`src/rtl/uart_pkg.sv`:
```
// uart_pkg -- shared UART constants, FSM state encoding and helpers (rev 1.0).
// The PARITY state exists only when UART_RX_PARITY_EN is defined.
`default_nettype none

package uart_pkg;

    localparam int DATA_BITS            = 8;
    localparam int NIBBLE_W             = 4;
    localparam int CLKS_PER_BIT_DEFAULT = 5208;

    typedef enum logic [2:0] {
        IDLE      = 3'd0,
        START     = 3'd1,
        DATA      = 3'd2,
`ifdef UART_RX_PARITY_EN
        PARITY    = 3'd3,
`endif
        STOP      = 3'd4,
        WAIT_HIGH = 3'd5
    } uart_rx_state_t;

    function automatic logic even_parity(input logic [DATA_BITS-1:0] data);
        return ^data;
    endfunction

endpackage

`default_nettype wire

```
`src/rtl/uart_rx_sync.sv`:
```
// uart_rx_sync -- two-flop synchroniser for the idle-high serial line (rev 1.0).
`default_nettype none

module uart_rx_sync (
    input  logic clk,
    input  logic rst_n,
    input  logic d,
    output logic q
);

    logic meta;

    // Reset to 1 so a reset release never looks like a start edge.
    always_ff @(posedge clk or negedge rst_n) begin
        if (!rst_n) begin
            meta <= 1'b1;
            q    <= 1'b1;
        end else begin
            meta <= d;
            q    <= meta;
        end
    end

endmodule

`default_nettype wire

```
`src/rtl/uart_operand_rx.sv`:
```
// uart_operand_rx -- 8N1 UART receiver splitting each byte into adder operands (rev 1.0).
// Define UART_RX_PARITY_EN for 8E1 frames with a live parity_err_o.
`default_nettype none

module uart_operand_rx
    import uart_pkg::*;
#(
    parameter int CLKS_PER_BIT = CLKS_PER_BIT_DEFAULT
) (
    input  logic                clk,
    input  logic                rst_n,
    input  logic                rx_i,
    output logic [NIBBLE_W-1:0] a_o,
    output logic [NIBBLE_W-1:0] b_o,
    output logic                valid_o,
    output logic                frame_err_o,
    output logic                parity_err_o,
    output logic                busy_o
);

    localparam int CNT_W = $clog2(CLKS_PER_BIT);
    localparam int BIT_W = $clog2(DATA_BITS);
    localparam logic [CNT_W-1:0] HALF_LAST = CNT_W'(CLKS_PER_BIT / 2 - 1);
    localparam logic [CNT_W-1:0] FULL_LAST = CNT_W'(CLKS_PER_BIT - 1);
    localparam logic [BIT_W-1:0] LAST_BIT  = BIT_W'(DATA_BITS - 1);

    uart_rx_state_t       state, state_nxt;
    logic                 rxs;
    logic [CNT_W-1:0]     baud_cnt;
    logic [BIT_W-1:0]     bit_cnt;
    logic [DATA_BITS-1:0] shreg;
    logic                 half_tick, bit_tick;
    logic                 cnt_clr, bit_clr, shift_en, set_valid, set_ferr;
`ifdef UART_RX_PARITY_EN
    logic                 chk_par, set_perr, mismatch, parity_err;
`endif

    uart_rx_sync u_sync (
        .clk   (clk),
        .rst_n (rst_n),
        .d     (rx_i),
        .q     (rxs)
    );

    assign half_tick = (baud_cnt == HALF_LAST);
    assign bit_tick  = (baud_cnt == FULL_LAST);
    assign busy_o    = (state != IDLE);

    always_ff @(posedge clk or negedge rst_n) begin
        if (!rst_n) state <= IDLE;
        else        state <= state_nxt;
    end

    always_comb begin
        state_nxt = state;
        cnt_clr   = 1'b0;
        bit_clr   = 1'b0;
        shift_en  = 1'b0;
        set_valid = 1'b0;
        set_ferr  = 1'b0;
`ifdef UART_RX_PARITY_EN
        chk_par   = 1'b0;
        set_perr  = 1'b0;
`endif
        case (state)
            IDLE: begin
                if (!rxs) begin
                    state_nxt = START;
                    cnt_clr   = 1'b1;
                    bit_clr   = 1'b1;
                end
            end
            START: begin
                // Line high again at mid start bit means a glitch, not a frame.
                if (half_tick) begin
                    cnt_clr   = 1'b1;
                    state_nxt = rxs ? IDLE : DATA;
                end
            end
            DATA: begin
                if (bit_tick) begin
                    cnt_clr  = 1'b1;
                    shift_en = 1'b1;
                    if (bit_cnt == LAST_BIT) begin
`ifdef UART_RX_PARITY_EN
                        state_nxt = PARITY;
`else
                        state_nxt = STOP;
`endif
                    end
                end
            end
`ifdef UART_RX_PARITY_EN
            PARITY: begin
                if (bit_tick) begin
                    cnt_clr   = 1'b1;
                    chk_par   = 1'b1;
                    state_nxt = STOP;
                end
            end
`endif
            STOP: begin
                if (bit_tick) begin
                    cnt_clr = 1'b1;
                    if (!rxs) begin
                        set_ferr  = 1'b1;
                        state_nxt = WAIT_HIGH;
                    end else begin
                        state_nxt = IDLE;
`ifdef UART_RX_PARITY_EN
                        if (mismatch) set_perr  = 1'b1;
                        else          set_valid = 1'b1;
`else
                        set_valid = 1'b1;
`endif
                    end
                end
            end
            WAIT_HIGH: begin
                if (rxs) state_nxt = IDLE;
            end
            default: state_nxt = IDLE;
        endcase
    end

    always_ff @(posedge clk or negedge rst_n) begin
        if (!rst_n) begin
            baud_cnt    <= '0;
            bit_cnt     <= '0;
            shreg       <= '0;
            a_o         <= '0;
            b_o         <= '0;
            valid_o     <= 1'b0;
            frame_err_o <= 1'b0;
        end else begin
            baud_cnt    <= cnt_clr ? '0 : baud_cnt + 1'b1;
            if (bit_clr)       bit_cnt <= '0;
            else if (shift_en) bit_cnt <= bit_cnt + 1'b1;
            if (shift_en)      shreg   <= {rxs, shreg[DATA_BITS-1:1]};
            if (set_valid)     {a_o, b_o} <= shreg;
            valid_o     <= set_valid;
            frame_err_o <= set_ferr;
        end
    end

`ifdef UART_RX_PARITY_EN
    // Mismatch is remembered from the parity slot until the stop-bit verdict.
    always_ff @(posedge clk or negedge rst_n) begin
        if (!rst_n) begin
            mismatch   <= 1'b0;
            parity_err <= 1'b0;
        end else begin
            if (bit_clr)      mismatch <= 1'b0;
            else if (chk_par) mismatch <= (rxs != even_parity(shreg));
            parity_err <= set_perr;
        end
    end
    assign parity_err_o = parity_err;
`else
    assign parity_err_o = 1'b0;
`endif

endmodule

`default_nettype wire

```
`config.mk`:
```
export PLATFORM = sky130hd
export DESIGN_NAME = uart_operand_rx
export DESIGN_NICKNAME = d
export VERILOG_FILES = /design/src/rtl/uart_pkg.sv /design/src/rtl/uart_rx_sync.sv /design/src/rtl/uart_operand_rx.sv
export SDC_FILE = /design/constraint.sdc
export NUM_CORES = 1
export LEC_CHECK = 0
export ABC_AREA = 1
export CORE_MARGIN = 3
export CORE_UTILIZATION = 39
export DETAILED_ROUTE_END_ITERATION = 10
export GPL_TIMING_DRIVEN = 0
export PLACE_DENSITY = 0.69
export SLEW_MARGIN = 20
export SYNTH_ARGS = -nofsm -noshare
export SYNTH_HDL_FRONTEND = slang
export SYNTH_HIERARCHICAL = 1
export SYNTH_SLANG_ARGS = --single-unit
```
`constraint.sdc`:
```
create_clock -name clk -period 1.7 [get_ports clk]
set_input_delay 0.34 -clock clk [delete_from_list [all_inputs] [get_ports clk]]
set_output_delay 0.34 -clock clk [all_outputs]
set_load 0.1 [all_outputs]
```
==> impl_metrics.env, run 1 <==
export IMPL_wl_per_cell_microns=11.9
export IMPL_root_buffer="clkbuf_8"
export IMPL_postPlaceCellArea_sq_mm=0.00208
export IMPL_ys_ff_latch=39
export IMPL_synthDominantCellAreaShare=0.495
export IMPL_startpoint="state[0]$_DFFE_PN0P_"
export IMPL_rrSetupSlack_ps=130
export IMPL_vdd_drop_max_mv=0.278
export IMPL_yosysMostFrequentCell="nand2_1"
export IMPL_cts_buffer_depth=2
export IMPL_rows=24
export IMPL_rr_worst_depth=7
export IMPL_critPathArrivalTime_ps=1300
export IMPL_synthTopCellsByArea="dfrtp_1 49%, nand2_1 10%, nor2_1 6.4%"
export IMPL_cts_clk_slew_worst_paths_ps=80
export IMPL_fin_crit_sh=0.965
export IMPL_hp_start="u_sync/meta$_DFF_PN1_"
export IMPL_syn_num_nets=226
export IMPL_p_leak_nw=1.05
export IMPL_core_area_sq_mm=0.00450
export IMPL_htreeDepth=2
export IMPL_required_ps=1360
export IMPL_async_reset_ff_frac=1.00
export IMPL_routed_wl_mm=3.54
export IMPL_fin_area_sq_mm=0.00225
export IMPL_rsz0062_at_grt="no"
export IMPL_grt_max_degree=28
export IMPL_cts_sinks=39
export IMPL_status="finished, final reports clean"
export IMPL_max_freq_ghz=0.610
export IMPL_synth_edf_count=0
export IMPL_avgSynthCellArea_sq_um=8.51
export IMPL_ys_seq_area_frac=0.523
export IMPL_setup_ws_ps=59.4
export IMPL_r2r_end="baud_cnt[12]$_DFF_PN0_"
export IMPL_die_width_microns=75.3
export IMPL_ys_types=26
export IMPL_cts_tree="yes"
export IMPL_overflow=0
export IMPL_synth_top_cells_by_count="50 x nand2_1, 37 x dfrtp_1, 32 x nor2_1"
export IMPL_grt_antenna_before_repair=0
export IMPL_cp_start_kind="flip-flop"
export IMPL_io_pins=15
export IMPL_finalSetupViolations=0
export IMPL_slew_violations=0
export IMPL_min_path_cells=0
export IMPL_skew_ps=4.05
export IMPL_end_kind="output pin"
export IMPL_max_slew_worst_pin_slew_ps=549
export IMPL_syn_cell_area_sq_mm=0.00187
export IMPL_min_path_type="flip-flop to flip-flop"
export IMPL_hold_viol_final=0
export IMPL_whs_ps=358
export IMPL_die_area_sq_mm=0.00567
export IMPL_die_h_microns=75.3
export IMPL_yosys_area_top_type="dfrtp_1"
export IMPL_worstSkewPairLatency_ps=300
export IMPL_cp_slowest_cell="buf_2"
export IMPL_grtUsageTotal=0.136
export IMPL_synthToLayoutAreaGrowth_pct=20.2
export IMPL_vias=1441
export IMPL_p_per_area_mw_per_mm2=718
export IMPL_synth_ff_type="dfrtp_1"
export IMPL_place_gp_congestion=0.870
export IMPL_grt_pass1_vias=1322
export IMPL_synth_cells=220
export IMPL_crit_chain="inv_1 -> nand2_2 -> buf_2"
export IMPL_grt_pass1_wl_mm=5.84
export IMPL_viasPerCell=4.84
export IMPL_drt_pass1_iter_count=5
export IMPL_place_hpwl_mm=2.60
export IMPL_ant_nets=0
export IMPL_r2r_start="baud_cnt[0]$_DFF_PN0_"
export IMPL_antenna_cells=0
export IMPL_drt_iter0_drc=95
export IMPL_nNetsFinal=251
export IMPL_crit_end="busy_o"
export IMPL_drcViolationCount=0
export IMPL_maxCapViolCount=0
export IMPL_io_buffers=13
export IMPL_post_route_min_period_ps=1640
export IMPL_place_ws_ps=-328
export IMPL_start_util=0.416
export IMPL_drive_gt1_frac=0.183
export IMPL_power_total_mw=1.62
export IMPL_critPathMaxStageDelay_ps=430
export IMPL_crit_type="flip-flop to output pin"
export IMPL_worst_path_max_fanout=4
export IMPL_ys_warnings_count=6
export IMPL_slew_headroom=0.635
export IMPL_cts_made_buffers=5
==> routing by layer <==
layer,vias to the layer above,GRT usage,routed length (microns)
met5,-,0,0
met4,0,0.0602,58
met3,4,0.0320,130
met2,25,0.211,1660
met1,666,0.182,1690
li1,746,-,-
==> cell families (layout without fill, tap and decap cells) <==
group | Yosys count | after routing | share of synthesized area
AO/OA/AOI/OAI | 23 | 23 | 0.0735
XOR/XNOR | 7 | 7 | 0.0328
adder cells (fa/ha/maj) | 3 | 3 | 0.0201
buffers and inverters | 33 | 59 | 0.0755
flip-flops | 39 | 39 | 0.523
other | 1 | 1 | 0.00200
AND/OR/NAND/NOR | 114 | 114 | 0.273
==> critical path: cells and delay by family (launching register included) <==
family | cells | cell delay [ps]
and+or+nand+nor | 1 | 110
DFF | 1 | 380
buffers and inverters | 2 | 520
==> flip-flops by register name, indices dropped and copies added (netlist names) <==
name,cells
valid_o,1
bit_cnt,3
u_sync/q,1
frame_err_o,1
b_o,4
shreg,8
state,3
u_sync/meta,1
a_o,4
baud_cnt,13
==> cells in the final DEF, fill, tap and decap left out, types with 2 or more instances in the layout <==
master and count:
nand2_1 49, dfrtp_1 37, nor2_1 32, inv_1 25, nand3_1 10, clkdlybuf4s15_2 10
o21a_1 8, nor3_1 7, a21oi_1 7, nand4_1 6, o21ai_0 6, xor2_1 5
buf_4 5, clkbuf_8 5, inv_2 3, buf_2 3, nand2_2 2, nor2_2 2
buf_6 2, xnor2_1 2, ha_1 2, clkinvlp_4 2, dfstp_2 2
==> worst min-delay path by stage <==
stage | to | slack [ps]
after global routing | u_sync/q$_DFF_PN1_ | 360
after CTS | u_sync/q$_DFF_PN1_ | 360
final | u_sync/q$_DFF_PN1_ | 360
after floorplan | a_o[0]$_DFFE_PN0P_ | 40
after global placement | u_sync/q$_DFF_PN1_ | 350
after detailed placement | b_o[1]$_DFFE_PN0P_ | 250
==> area by class of cell <==
cell class,instances,area (sq um)
plain buffers,5,42.5
clock buffers,5,68.8
inverters,28,105
clock inverters,3,23.8
fillers,426,2250
multi-input cells,148,781
flip-flops and latches,39,978
repair buffers,18,185
well taps,52,65.1
==> power by group <==
part | leakage, nW | switching [mW] | internal [mW]
clock network | 0.0408 | 0.349 | 0.293
registers | 0.523 | 0.00153 | 0.931
logic | 0.491 | 0.0308 | 0.0109
==> per-stage QoR <==
step / util / instances / setup TNS, ps
floorplan: - / 220 / 0
global placement: 0.459 / 285 / -25230
detailed placement: 0.463 / 286 / -1470
CTS: 0.491 / 297 / 0
global route: 0.499 / 298 / 0
finish: 0.499 / 298 / 0
==> repair_timing <==
item,CTS,global route
pin swaps,1,1
gates resized for setup,36,7
hold endpoints to repair,12,0
endpoints found under the setup margin,23,26
cloned,0,0
hold buffers,1,0
setup buffers,2,1
No activity file was read; power rests on OpenSTA's default activity.
==> run 2, diff against run 1 <==
==> constraint.sdc (replaced) <==
create_clock -name clk -period 2.09 [get_ports clk]
set_input_delay 0.418 -clock clk [delete_from_list [all_inputs] [get_ports clk]]
set_output_delay 0.418 -clock clk [all_outputs]
set_load 0.1 [all_outputs]
==> impl_metrics.env, run 2 (same netlist as run 1, synthesis figures left out) <==
export IMPL_status="finished, final reports clean"
export IMPL_io_buffers=13
export IMPL_drt_pass1_iter_count=4
export IMPL_htreeDepth=2
export IMPL_cp_start_kind="flip-flop"
export IMPL_skew_ps=4.14
export IMPL_fin_setup_tns_ps=0
export IMPL_reg_largest_list="baud_cnt (13), shreg (8)"
export IMPL_end_kind="output pin"
export IMPL_viasPerCell=4.82
export IMPL_regMostFlops="baud_cnt"
export IMPL_cp_num_buf_inv=1
export IMPL_layout_cells_most_common="nand2_1"
export IMPL_critPathMaxStageDelay_ps=850
export IMPL_finalSetupViolations=0
export IMPL_vdd_drop_max_mv=0.263
export IMPL_place_gp_congestion=0.860
export IMPL_cts_buffer_depth=2
export IMPL_post_cts_buffers=0
export IMPL_slew_violations=0
export IMPL_start_util=0.416
export IMPL_grt_pass1_wl_mm=5.78
export IMPL_postPlaceCellArea_sq_mm=0.00208
export IMPL_rsz0062_at_grt="no"
export IMPL_synthToLayoutAreaGrowth_pct=15.6
export IMPL_ant_nets=0
export IMPL_cts_sinks=39
export IMPL_final_cell_mix="50 x nand2_1, 37 x dfrtp_1, 32 x nor2_1, 25 x inv_1, 11 x nand3_1"
export IMPL_drcViolationCount=0
export IMPL_max_freq_ghz=0.520
export IMPL_maxCapViolCount=0
export IMPL_grtUsageTotal=0.132
export IMPL_vias=1418
export IMPL_rows=24
export IMPL_fin_crit_sh=0.919
export IMPL_required_ps=1670
export IMPL_cts_clk_slew_worst_paths_ps=80
export IMPL_crit_type="flip-flop to output pin"
export IMPL_routed_wl_mm=3.27
export IMPL_nNetsFinal=247
export IMPL_grt_antenna_before_repair=0
export IMPL_hold_viol_final=0
export IMPL_wl_per_cell_microns=11.1
export IMPL_fin_area_sq_mm=0.00216
export IMPL_place_ws_ps=-59.2
export IMPL_io_pins=15
export IMPL_overflow=0
export IMPL_p_per_area_mw_per_mm2=606
export IMPL_place_hpwl_mm=2.51
export IMPL_core_area_sq_mm=0.00450
export IMPL_drive_gt1_frac=0.112
export IMPL_drt_iter0_drc=91
export IMPL_min_path_type="input pin to async pin"
export IMPL_die_area_sq_mm=0.00567
export IMPL_critPathArrivalTime_ps=1500
export IMPL_p_leak_nw=1.08
export IMPL_die_width_microns=75.3
export IMPL_die_h_microns=75.3
export IMPL_cts_tree="yes"
export IMPL_worst_path_max_fanout=2
export IMPL_slew_headroom=0.359
export IMPL_cp_slowest_cell="dlygate4sd2_1"
export IMPL_path_delay_family="buffers and inverters"
export IMPL_max_slew_worst_pin_slew_ps=965
export IMPL_rrSetupSlack_ps=340
export IMPL_grt_max_degree=27
export IMPL_worstSkewPairLatency_ps=290
export IMPL_grt_pass1_vias=1276
export IMPL_antenna_cells=0
export IMPL_setup_ws_ps=168
export IMPL_largest_reg_flops=13
export IMPL_post_route_min_period_ps=1920
export IMPL_root_buffer="clkbuf_8"
export IMPL_cts_made_buffers=5
export IMPL_crit_chain="dlygate4sd2_1"
## run 2: cell types whose count changed in the layout (fill, tap and decap cells not counted), sizes merged
cell           previous run  this run
dlygate4sd2               0        10
clkdlybuf4s15            10         1
buf                      11         7
clkinv                    0         2
clkinvlp                  2         1
dlygate4sd3               1         0
inv                      29        28
## run 2: where the power goes
part | leakage, nW | internal, mW | switching [mW]
clock network | 0.0443 | 0.238 | 0.282
logic | 0.513 | 0.00769 | 0.0252
registers | 0.523 | 0.757 | 0.00113
## run 2: worst reg2reg max path: stages, from the launching register on
cell,delay [ps]
dfrtp_1,400
ha_1,240
nand2_2,110
inv_1,70
nand2_1,40
nor3_1,200
o211ai_1,140
nand3_1,170
buf_4,210
nor2_1,60
## run 2: worst paths after layout
kind / startpoint / endpoint / cells after the start
min in group clk: u_sync/meta$_DFF_PN1_ / u_sync/q$_DFF_PN1_ / 0
min: rst_n / b_o[0]$_DFFE_PN0P_ / 1
max: a_o[2]$_DFFE_PN0P_ / a_o[2] / 1
max in group asynchronous: rst_n / u_sync/meta$_DFF_PN1_ / 2
min reg2reg: u_sync/meta$_DFF_PN1_ / u_sync/q$_DFF_PN1_ / 0
max reg2reg: baud_cnt[0]$_DFF_PN0_ / baud_cnt[2]$_DFF_PN0_ / 9
## run 2: timing repair
| action | in CTS | in global routing |
|---|---|---|
| endpoints found under the setup margin | 11 | 0 |
| hold buffers | 0 | 0 |
| gates resized for setup | 13 | 0 |
## run 2: layout make-up
class | instances | area [sq um]
Timing Repair Buffer | 14 | 134
Clock buffer | 5 | 68.8
Buffer | 5 | 36.3
Multi-Input combinational cell | 148 | 752
Tap cell | 52 | 65.1
Inverter | 28 | 105
Sequential cell | 39 | 978
Fill cell | 448 | 2340
Clock inverter | 3 | 25.0
## run 2: per-stage QoR
| step | std cells | utilization | power, mW | hold slack [ps] |
|---|---|---|---|---|
| after floorplan | 220 | - | 0.785 | 122 |
| after global placement | 285 | 0.459 | 0.804 | 346 |
| after detailed placement | 286 | 0.462 | 0.808 | 340 |
| after CTS | 294 | 0.481 | 1.33 | 23.2 |
| after global routing | 294 | 0.481 | 1.38 | 27.1 |
| final | 294 | 0.481 | 1.31 | 12.0 |
## run 2: layer usage
layer,part of all wire,global-route usage
met5,0,0
met2,0.45,0.202
met3,0.034,0.0360
met4,0.0092,0.0350
met1,0.50,0.184
